[src/rtl/seg_scan_driver_if.sv]
// seg_scan_driver_if: hex word in, multiplexed 7-segment drive and frame pulse out
interface seg_scan_driver_if;
    logic [11:0] seg_value;
    logic [6:0]  seg;
    logic [2:0]  dig;
    logic        frame_tick;
    modport master (output seg_value, input seg, dig, frame_tick);
    modport slave  (input seg_value, output seg, dig, frame_tick);
endinterface

[src/rtl/seg_scan_driver.sv]
// seg_scan_driver: 3-digit time-multiplexed 7-segment driver with frame-coherent snapshot
// Define SEG_LZ_SUPPRESS_EN to blank leading zeros of digits 2 and 1.
module seg_scan_driver #(
    parameter int SCAN_DIV     = 50000,
    parameter int BLANK_CYCLES = 500,
    parameter int ACTIVE_LOW   = 1
) (
    input logic clk_clk,
    input logic reset_reset_n,
    seg_scan_driver_if.slave bus
);
    localparam int cw = $clog2(SCAN_DIV);
    localparam logic inv = ACTIVE_LOW != 0;
    localparam logic [6:0] hex_tab [16] = '{
        7'h3F, 7'h06, 7'h5B, 7'h4F, 7'h66, 7'h6D, 7'h7D, 7'h07,
        7'h7F, 7'h6F, 7'h77, 7'h7C, 7'h39, 7'h5E, 7'h79, 7'h71
    };
    logic [cw-1:0] cnt;
    logic [1:0]    idx;
    logic [11:0]   snap, snap_nx;
    logic [6:0]    seg_q, seg_nx;
    logic [2:0]    dig_q, dig_nx;
    logic [3:0]    nib;
    logic          tick, last, blank, sup;
    // Decode from the value being captured this cycle so slot0 never shows the stale frame
    always_comb begin
        tick    = cnt == '0 && idx == 2'd0;
        last    = cnt == cw'(SCAN_DIV - 1);
        blank   = cnt < cw'(BLANK_CYCLES);
        snap_nx = tick ? bus.seg_value : snap;
        nib     = idx == 2'd2 ? snap_nx[11:8] : idx == 2'd1 ? snap_nx[7:4] : snap_nx[3:0];
`ifdef SEG_LZ_SUPPRESS_EN
        sup     = (idx == 2'd2 && snap_nx[11:8] == 4'd0) || (idx == 2'd1 && snap_nx[11:4] == 8'd0);
`else
        sup     = 1'b0;
`endif
        seg_nx  = sup ? {7{inv}} : hex_tab[nib] ^ {7{inv}};
        dig_nx  = (blank || sup) ? {3{inv}} : (3'b001 << idx) ^ {3{inv}};
    end
    always_ff @(posedge clk_clk or negedge reset_reset_n) begin
        if (!reset_reset_n) begin
            cnt   <= '0;
            idx   <= 2'd0;
            snap  <= '0;
            seg_q <= {7{inv}};
            dig_q <= {3{inv}};
        end else begin
            cnt   <= last ? '0 : cnt + cw'(1);
            if (last) idx <= idx == 2'd2 ? 2'd0 : idx + 2'd1;
            snap  <= snap_nx;
            if (blank) seg_q <= seg_nx;
            dig_q <= dig_nx;
        end
    end
    assign bus.seg        = seg_q;
    assign bus.dig        = dig_q;
    assign bus.frame_tick = reset_reset_n && tick;
endmodule
[src/flat_wrapper.sv]
// flat-port wrapper written by rule: the top's interface ports become plain ports
module seg_scan_driver_flat 
#(
    parameter int SCAN_DIV     = 50000,
    parameter int BLANK_CYCLES = 500,
    parameter int ACTIVE_LOW   = 1
)
  (clk_clk, reset_reset_n, bus_seg_value, bus_seg, bus_dig, bus_frame_tick);
  seg_scan_driver_if bus_i ();
  input logic clk_clk;
  input logic reset_reset_n;
  input wire logic [$bits(bus_i.seg_value)-1:0] bus_seg_value;
  output wire logic [$bits(bus_i.seg)-1:0] bus_seg;
  output wire logic [$bits(bus_i.dig)-1:0] bus_dig;
  output wire logic [$bits(bus_i.frame_tick)-1:0] bus_frame_tick;
  assign bus_i.seg_value = bus_seg_value;
  assign bus_seg = bus_i.seg;
  assign bus_dig = bus_i.dig;
  assign bus_frame_tick = bus_i.frame_tick;
  seg_scan_driver #(.SCAN_DIV(SCAN_DIV), .BLANK_CYCLES(BLANK_CYCLES), .ACTIVE_LOW(ACTIVE_LOW)) u_core (.clk_clk(clk_clk), .reset_reset_n(reset_reset_n), .bus(bus_i));
endmodule
[config.mk]
export PLATFORM = sky130hd
export DESIGN_NAME = seg_scan_driver_flat
export DESIGN_NICKNAME = d
export VERILOG_FILES = /design/src/rtl/seg_scan_driver_if.sv /design/src/rtl/seg_scan_driver.sv /design/src/flat_wrapper.sv
export SDC_FILE = /design/constraint.sdc
export NUM_CORES = 1
export LEC_CHECK = 0
export CORE_MARGIN = 5
export CORE_UTILIZATION = 50
export CTS_BUF_LIST = sky130_fd_sc_hd__clkbuf_4 sky130_fd_sc_hd__clkbuf_8 sky130_fd_sc_hd__clkbuf_16
export DETAILED_ROUTE_END_ITERATION = 12
export PLACE_DENSITY_LB_ADDON = 0.08
export SYNTH_ARGS = -nofsm -noshare
export SYNTH_HDL_FRONTEND = slang
export SYNTH_SLANG_ARGS = --single-unit
[constraint.sdc]
create_clock -name clk_clk -period 2.98 [get_ports clk_clk]
set_input_delay 0.745 -clock clk_clk [delete_from_list [all_inputs] [get_ports clk_clk]]
set_output_delay 0.745 -clock clk_clk [all_outputs]
set_load 0.01 [all_outputs]
==> run metrics <==
status completed; pin count of the biggest net entering global routing 41; final setup fails 0; P&R area growth vs syn 27.67%; Crit path required time roughly 3.2 ns; maximum vdd drop 0.3789 mV; Synth Warn # 0; Cells after DPL around 310; asr flop ratio synth 1.000; Synth top cells by count dfrtp_1 (30), nor2_1 (23), nand2_1 (22); Final ANT Viol Nets 0; clock root buffer master clkbuf_8; number of global-route vias before repair 1863; Multi-input gate area approximately 1100 um^2; drt drc 0; f_max ~340 MHz; GP Congestion ~0.84; starting density of the core 0.5108; detailed-route wire length per cell about 15 um; Clock Skew approximately 0.015 ns; Hold Fails Final Rpt 0; Final HPWL DP about 3500 um; synthesized area per cell 9.578 um^2; distinct cell type count after synthesis 54; critical path arrival approximately 3.1 ns; Post-synth EDFFs 0; Worst slew margin 0.6644; leading area contributor after synthesis dfrtp_1; synth top area cells dfrtp_1 (34%), dfstp_2 (12%), ha_1 (4.6%); final net count 296; WHS roughly 0.46 ns; final wirelength 4970 um; Slew @ Worst Pin a little over 0.5 ns; Clock Sinks 40; Startpoint Class flip-flop; mapped cell area about 2200 um^2; synthesized instance count 229; Power Dens Cells approximately 430 nW/um^2; Core Util, Final 0.6521; fill cell count between 300 and 400; Congestion Overflow GR 0; Post-CTS Hold Buffers 0; total CTS buffers 5; dominant synthesized flop cell dfrtp_1; Tot GR Track Use 0.1798; clock transition at the registers of the reported paths 0.08 ns; fin. max-slew vios 0; FF+latch count, synth 40; first-pass detailed-route iteration total 4; PortBufs 24; Vias/cell between 5 and 6; sequential share of the synthesized area 0.4621; DRT iter0 DRCs 97; DP Area between 2000 and 3000 um^2; syn_nets 251; CTS tree done; antenna violations before repair 0; crit path time final just under 3 ns; Worst Setup End Kind flip-flop; I/O Pins 25; design area ~2800 um^2; Layout Cells excl Fill 327; register area 1013 um^2; Rows 24; Synth top area share 0.3423; Max Cap Viol 0; most frequent cell after synthesis dfrtp_1; crit path max fanout 5; DIE AREA 5811 um^2; Final period util 0.9787; worst min-delay path class reg2reg; Clock Path Buffers 2; Lkg Pwr 1.221 nW; share of cells above drive strength 1 0.2218; routed via count approximately 1800; H-tree level count 2; Die W about 76 um; WS Path Type reg2reg; first-pass GRT wire length between 8000 and 9000 um; setup TNS 0 ns; core box area between 4000 and 5000 um^2; clock latency on the worst-skew pair 0.30 ns; Vert. Die Dim ~76 um; diode count 0
[through the flow]
| stage | setup slack, ns | power, mW |
|---|---|---|
| after global routing | -0.03643 | 1.270 |
| after global placement | 0.07352 | 0.6872 |
| final | 0.06343 | 1.217 |
| after CTS | 0.002967 | 1.232 |
| after floorplan | 0.1086 | 0.6310 |
| after detailed placement | -0.03122 | 0.6877 |
[critical path: stages, from the launching register on]
cell,delay (ns)
dfrtp_1,0.39
or4_4,0.56
nor4_4,0.15
buf_4,0.17
buf_4,0.11
buf_4,0.10
a31o_2,0.14
o221ai_1,0.16
and2_4,0.20
buf_4,0.14
ha_1,0.18
or3_1,0.36
a31oi_1,0.19
[kinds of logic (layout without fill, tap and decap cells)]
kind of cell	Yosys count	in the layout	synth area share
compound gates	56	56	0.1883
xor+xnor	15	15	0.05989
fa+ha+maj	8	8	0.04564
buf+inv	23	69	0.04392
flops	40	40	0.4621
mux	2	2	0.01027
simple gates	85	85	0.1900
[layout by cell type (no fill, tap or decap), types with 2 or more instances in the layout]
cell type | synthesis | layout
o21ai_1 | 5 | 5
nand2_1 | 22 | 22
a21oi_1 | 5 | 5
dfrtp_1 | 30 | 30
clkdlybuf4s50_1 | 0 | 22
inv_1 | 12 | 12
a21boi_0 | 2 | 2
a21o_1 | 5 | 5
clkbuf_8 | 0 | 5
nand3_1 | 13 | 13
nor2_1 | 23 | 23
o21ai_0 | 8 | 8
xnor2_1 | 10 | 10
nor3_1 | 4 | 3
dfstp_2 | 10 | 10
bufinv_16 | 0 | 2
a211oi_1 | 3 | 3
buf_4 | 0 | 24
xor2_1 | 5 | 5
a31oi_1 | 6 | 6
a31o_2 | 2 | 2
and2_4 | 1 | 2
ha_1 | 8 | 8
nand4_1 | 4 | 4
and3_1 | 4 | 3
a311oi_1 | 2 | 2
nor4_1 | 3 | 3
mux2_2 | 2 | 2
or3_1 | 3 | 3
[flip-flops by register name (all words and copies together) (netlist names)]
signal          cells
u_core.bus.seg      7
u_core.bus.dig      3
u_core.idx          2
u_core.cnt         16
u_core.snap        12
[routing by layer]
metal  global-route usage  part of all wire
met5                    0                 0
met4              0.05769            0.0074
met1               0.2209              0.45
met2               0.3082              0.50
met3              0.04374             0.050
[worst paths after layout]
check	slack, ns	cells past startpoint	start	endpoint
max	0.06	12	u_core.cnt[10]	u_core.bus.seg[4]
min	0.46	2	u_core.bus.seg[2]	u_core.bus.seg[2]
max reg2reg	0.06	12	u_core.cnt[10]	u_core.bus.seg[4]
min reg2reg	0.46	2	u_core.bus.seg[2]	u_core.bus.seg[2]
max in group asynchronous	2.07	2	reset_reset_n	u_core.bus.seg[2]
min in group asynchronous	0.52	2	reset_reset_n	u_core.snap[9]
[report_power, final]
group / internal (mW) / switching, mW / total (mW)
clock network: 0.344 / 0.190 / 0.534
logic: 0.0570 / 0.0524 / 0.109
registers: 0.566 / 0.00796 / 0.574
total: 0.967 / 0.250 / 1.22
[layout make-up]
| class | count | share of cell area |
|---|---|---|
| Clock buffer | 6 | 0.02726 |
| Clock inverter | 2 | 0.02145 |
| Inverter | 13 | 0.01743 |
| Multi-Input combinational cell | 166 | 0.4008 |
| Sequential cell | 40 | 0.3619 |
| Tap cell | 52 | 0.02323 |
| Timing Repair Buffer | 48 | 0.1479 |
[timing repair]
item,4_1_cts,5_1_grt
endpoints found under the setup margin,2,7
gates resized for setup,5,5
pin swaps,1,7
gates cloned,0,0
setup buffers,3,4
hold endpoints to repair,0,0
Power figures use the tool's default switching activity.
==> RTL edit: new RTL, same settings <==
`SCAN_DIV` is set to 50000 in 2 places; all go to 25000.
--- a/src/rtl/seg_scan_driver.sv
+++ b/src/rtl/seg_scan_driver.sv
@@ -3,3 +3,3 @@
 module seg_scan_driver #(
-    parameter int SCAN_DIV     = 50000,
+    parameter int SCAN_DIV     = 25000,
     parameter int BLANK_CYCLES = 500,
--- a/src/flat_wrapper.sv
+++ b/src/flat_wrapper.sv
@@ -3,3 +3,3 @@
 #(
-    parameter int SCAN_DIV     = 50000,
+    parameter int SCAN_DIV     = 25000,
     parameter int BLANK_CYCLES = 500,
Function: same outputs for any inputs over 10 cycles, from zero or initial values and one cycle with reset_reset_n low; that may be too few to reach the edited logic, so the function may still have changed.
==> RTL edit against the unedited design <==
Synthesized area grew 0.51%. Fmax grew 1.4%. Wire length shrank 2.4%. Sequential cell count shrank 1. Power shrank 14%. Setup slack gained 0.041 ns. Register-to-register slack gained 0.12 ns. Cell area shrank 2.9%. Largest power group unchanged.
==> RTL edit: results <==
metrics = {
    "status": {
        "status": "completed",
    },
    "critical_path": {
        "crit_start": "u_core.cnt[3]",
        "ff2ff_setup_slack_ns": 0.18,
        "critPathSlowestCell": "clkdlybuf4s50_1",
        "worstPathArrival_ns": 2.13,
        "path_delay_family": "simple AND/OR/NAND/NOR gates",
        "path_max_fanout": 11,
        "crit_end": "bus_frame_tick",
        "r2r-end": "u_core.bus.seg[3]",
        "max_stage_delay_ns": 0.53,
        "reg2regPathDepth": 11,
    },
    "clocking": {
        "htreeDepth": 2,
        "clk_pin_slew_ns": 0.07,
        "clock_latency_ns": 0.29,
        "cts_inserted_buffers": 5,
        "clk_path_buf_depth": 2,
        "cts_root_buf": "clkbuf_8",
    },
    "min_path": {
        "hold_path.class": "register to register",
    },
    "power_and_ir_drop": {
        "ir_drop_mv": 0.243,
        "switching_power_mw": 0.239,
        "power.leakage_nw": 1.17,
    },
    "global_routing": {
        "met1_usage_pct": 20.8,
        "grt.total_usage_pct": 17.1,
        "grt_antenna_before_repair": 0,
        "met3_usage_pct": 3.78,
        "grt_max_degree": 40,
        "grt_use_met2_pct": 30.0,
        "grt_pass1_wl_um": 8250,
    },
    "synthesis": {
        "ys.warnings.count": 0,
        "synth_fp_nets": 238,
        "yosysSeqAreaShare_pct": 44.8,
        "synthTopCellsByArea": "dfrtp_1 33%, dfstp_2 12%, ha_1 4.5%",
        "synth_cell_types": 50,
        "ys_top_cells_by_count": "29 x dfrtp_1, 23 x nor2_1, 20 x nand2_1, 10 x dfstp_2",
    },
    "placement": {
        "dp_hpwl_um": 3570,
        "placed_cell_area_mm2": 0.00258,
        "globalplace.congestion": 0.864,
    },
    "timing": {
        "skew_ns": 0.0101,
        "relSlewSlack_pct": 55.4,
    },
    "final_layout": {
        "diodes": 0,
        "largest_reg_flops": 15,
        "nets": 278,
        "top_register": "u_core.cnt",
        "final_layout_size_suffix_gt1_share_pct": 22.6,
        "n_fill_cell": 364,
    },
    "detailed_routing": {
        "wl_per_cell_um": 15.7,
        "drt_iter0_drc": 125,
        "num_vias": 1791,
        "first_pass_iters": 4,
    },
}
RTL edit: cell type report:
class / count / area, um^2 / share of cell area (%)
multi-input cells: 161 / 1170 / 43.2
flip-flops and latches: 39 / 990 / 36.4
repair buffers: 41 / 367 / 13.5
clock buffers: 8 / 91.3 / 3.36
well taps: 52 / 65.1 / 2.39
inverters: 8 / 30.0 / 1.10
RTL edit: tightest hold or removal path, stage by stage, from the launching register on:
cell	delay (ns)
dfstp_2	0.37
nand2_1	0.05
o211ai_1	0.07
RTL edit: worst min-delay path by stage:
stage                           start           endpoint  cells past startpoint
floorplan               reset_reset_n      u_core.cnt[0]                      0
global placement       u_core.snap[9]     u_core.snap[9]                      1
detailed placement     u_core.snap[8]     u_core.snap[8]                      1
CTS                     u_core.cnt[0]      u_core.cnt[0]                      1
global route            u_core.cnt[0]      u_core.cnt[0]                      1
finish              u_core.bus.seg[6]  u_core.bus.seg[6]                      2
RTL edit: power groups by stage:
stage | Combinational, mW | Clock (mW) | Sequential [mW]
2_1_floorplan | 0.0516 | 0 | 0.576
3_3_place_gp | 0.114 | 0 | 0.573
3_5_place_dp | 0.116 | 0 | 0.573
4_1_cts | 0.117 | 0.380 | 0.564
5_1_grt | 0.129 | 0.397 | 0.566
6_report | 0.117 | 0.367 | 0.564
RTL edit: stage by stage:
stage                     instances  power [mW]  hold slack [ns]  worst slack (ns)
final                           309        1.05            0.493             0.104
after global placement          299       0.686            0.468             0.124
after floorplan                 216       0.628            0.449             0.271
after global routing            309        1.09            0.513            0.0234
after CTS                       307        1.06            0.489            0.0573
after detailed placement        299       0.690            0.471             0.106
RTL edit: routing by layer:
layer	wire, um	up-vias
li1	-	857
met1	2150	889
met2	2460	35
met3	162	10
met4	72	0
met5	0	-
RTL edit: logic make-up (layout without fill, tap and decap cells):
kind of cell,after synthesis,count (layout),synth area share (%)
simple gates,84,84,20.5
compound gates,43,43,14.6
flops,39,39,44.8
buf+inv,16,57,3.18
mux,14,14,7.55
xor+xnor,12,12,4.77
fa+ha+maj,8,8,4.54
RTL edit: repair_timing:
action                                  in CTS  in global routing
endpoints found under the setup margin       0                  5
buffers inserted                             0                  2
resized for setup                            0                  8
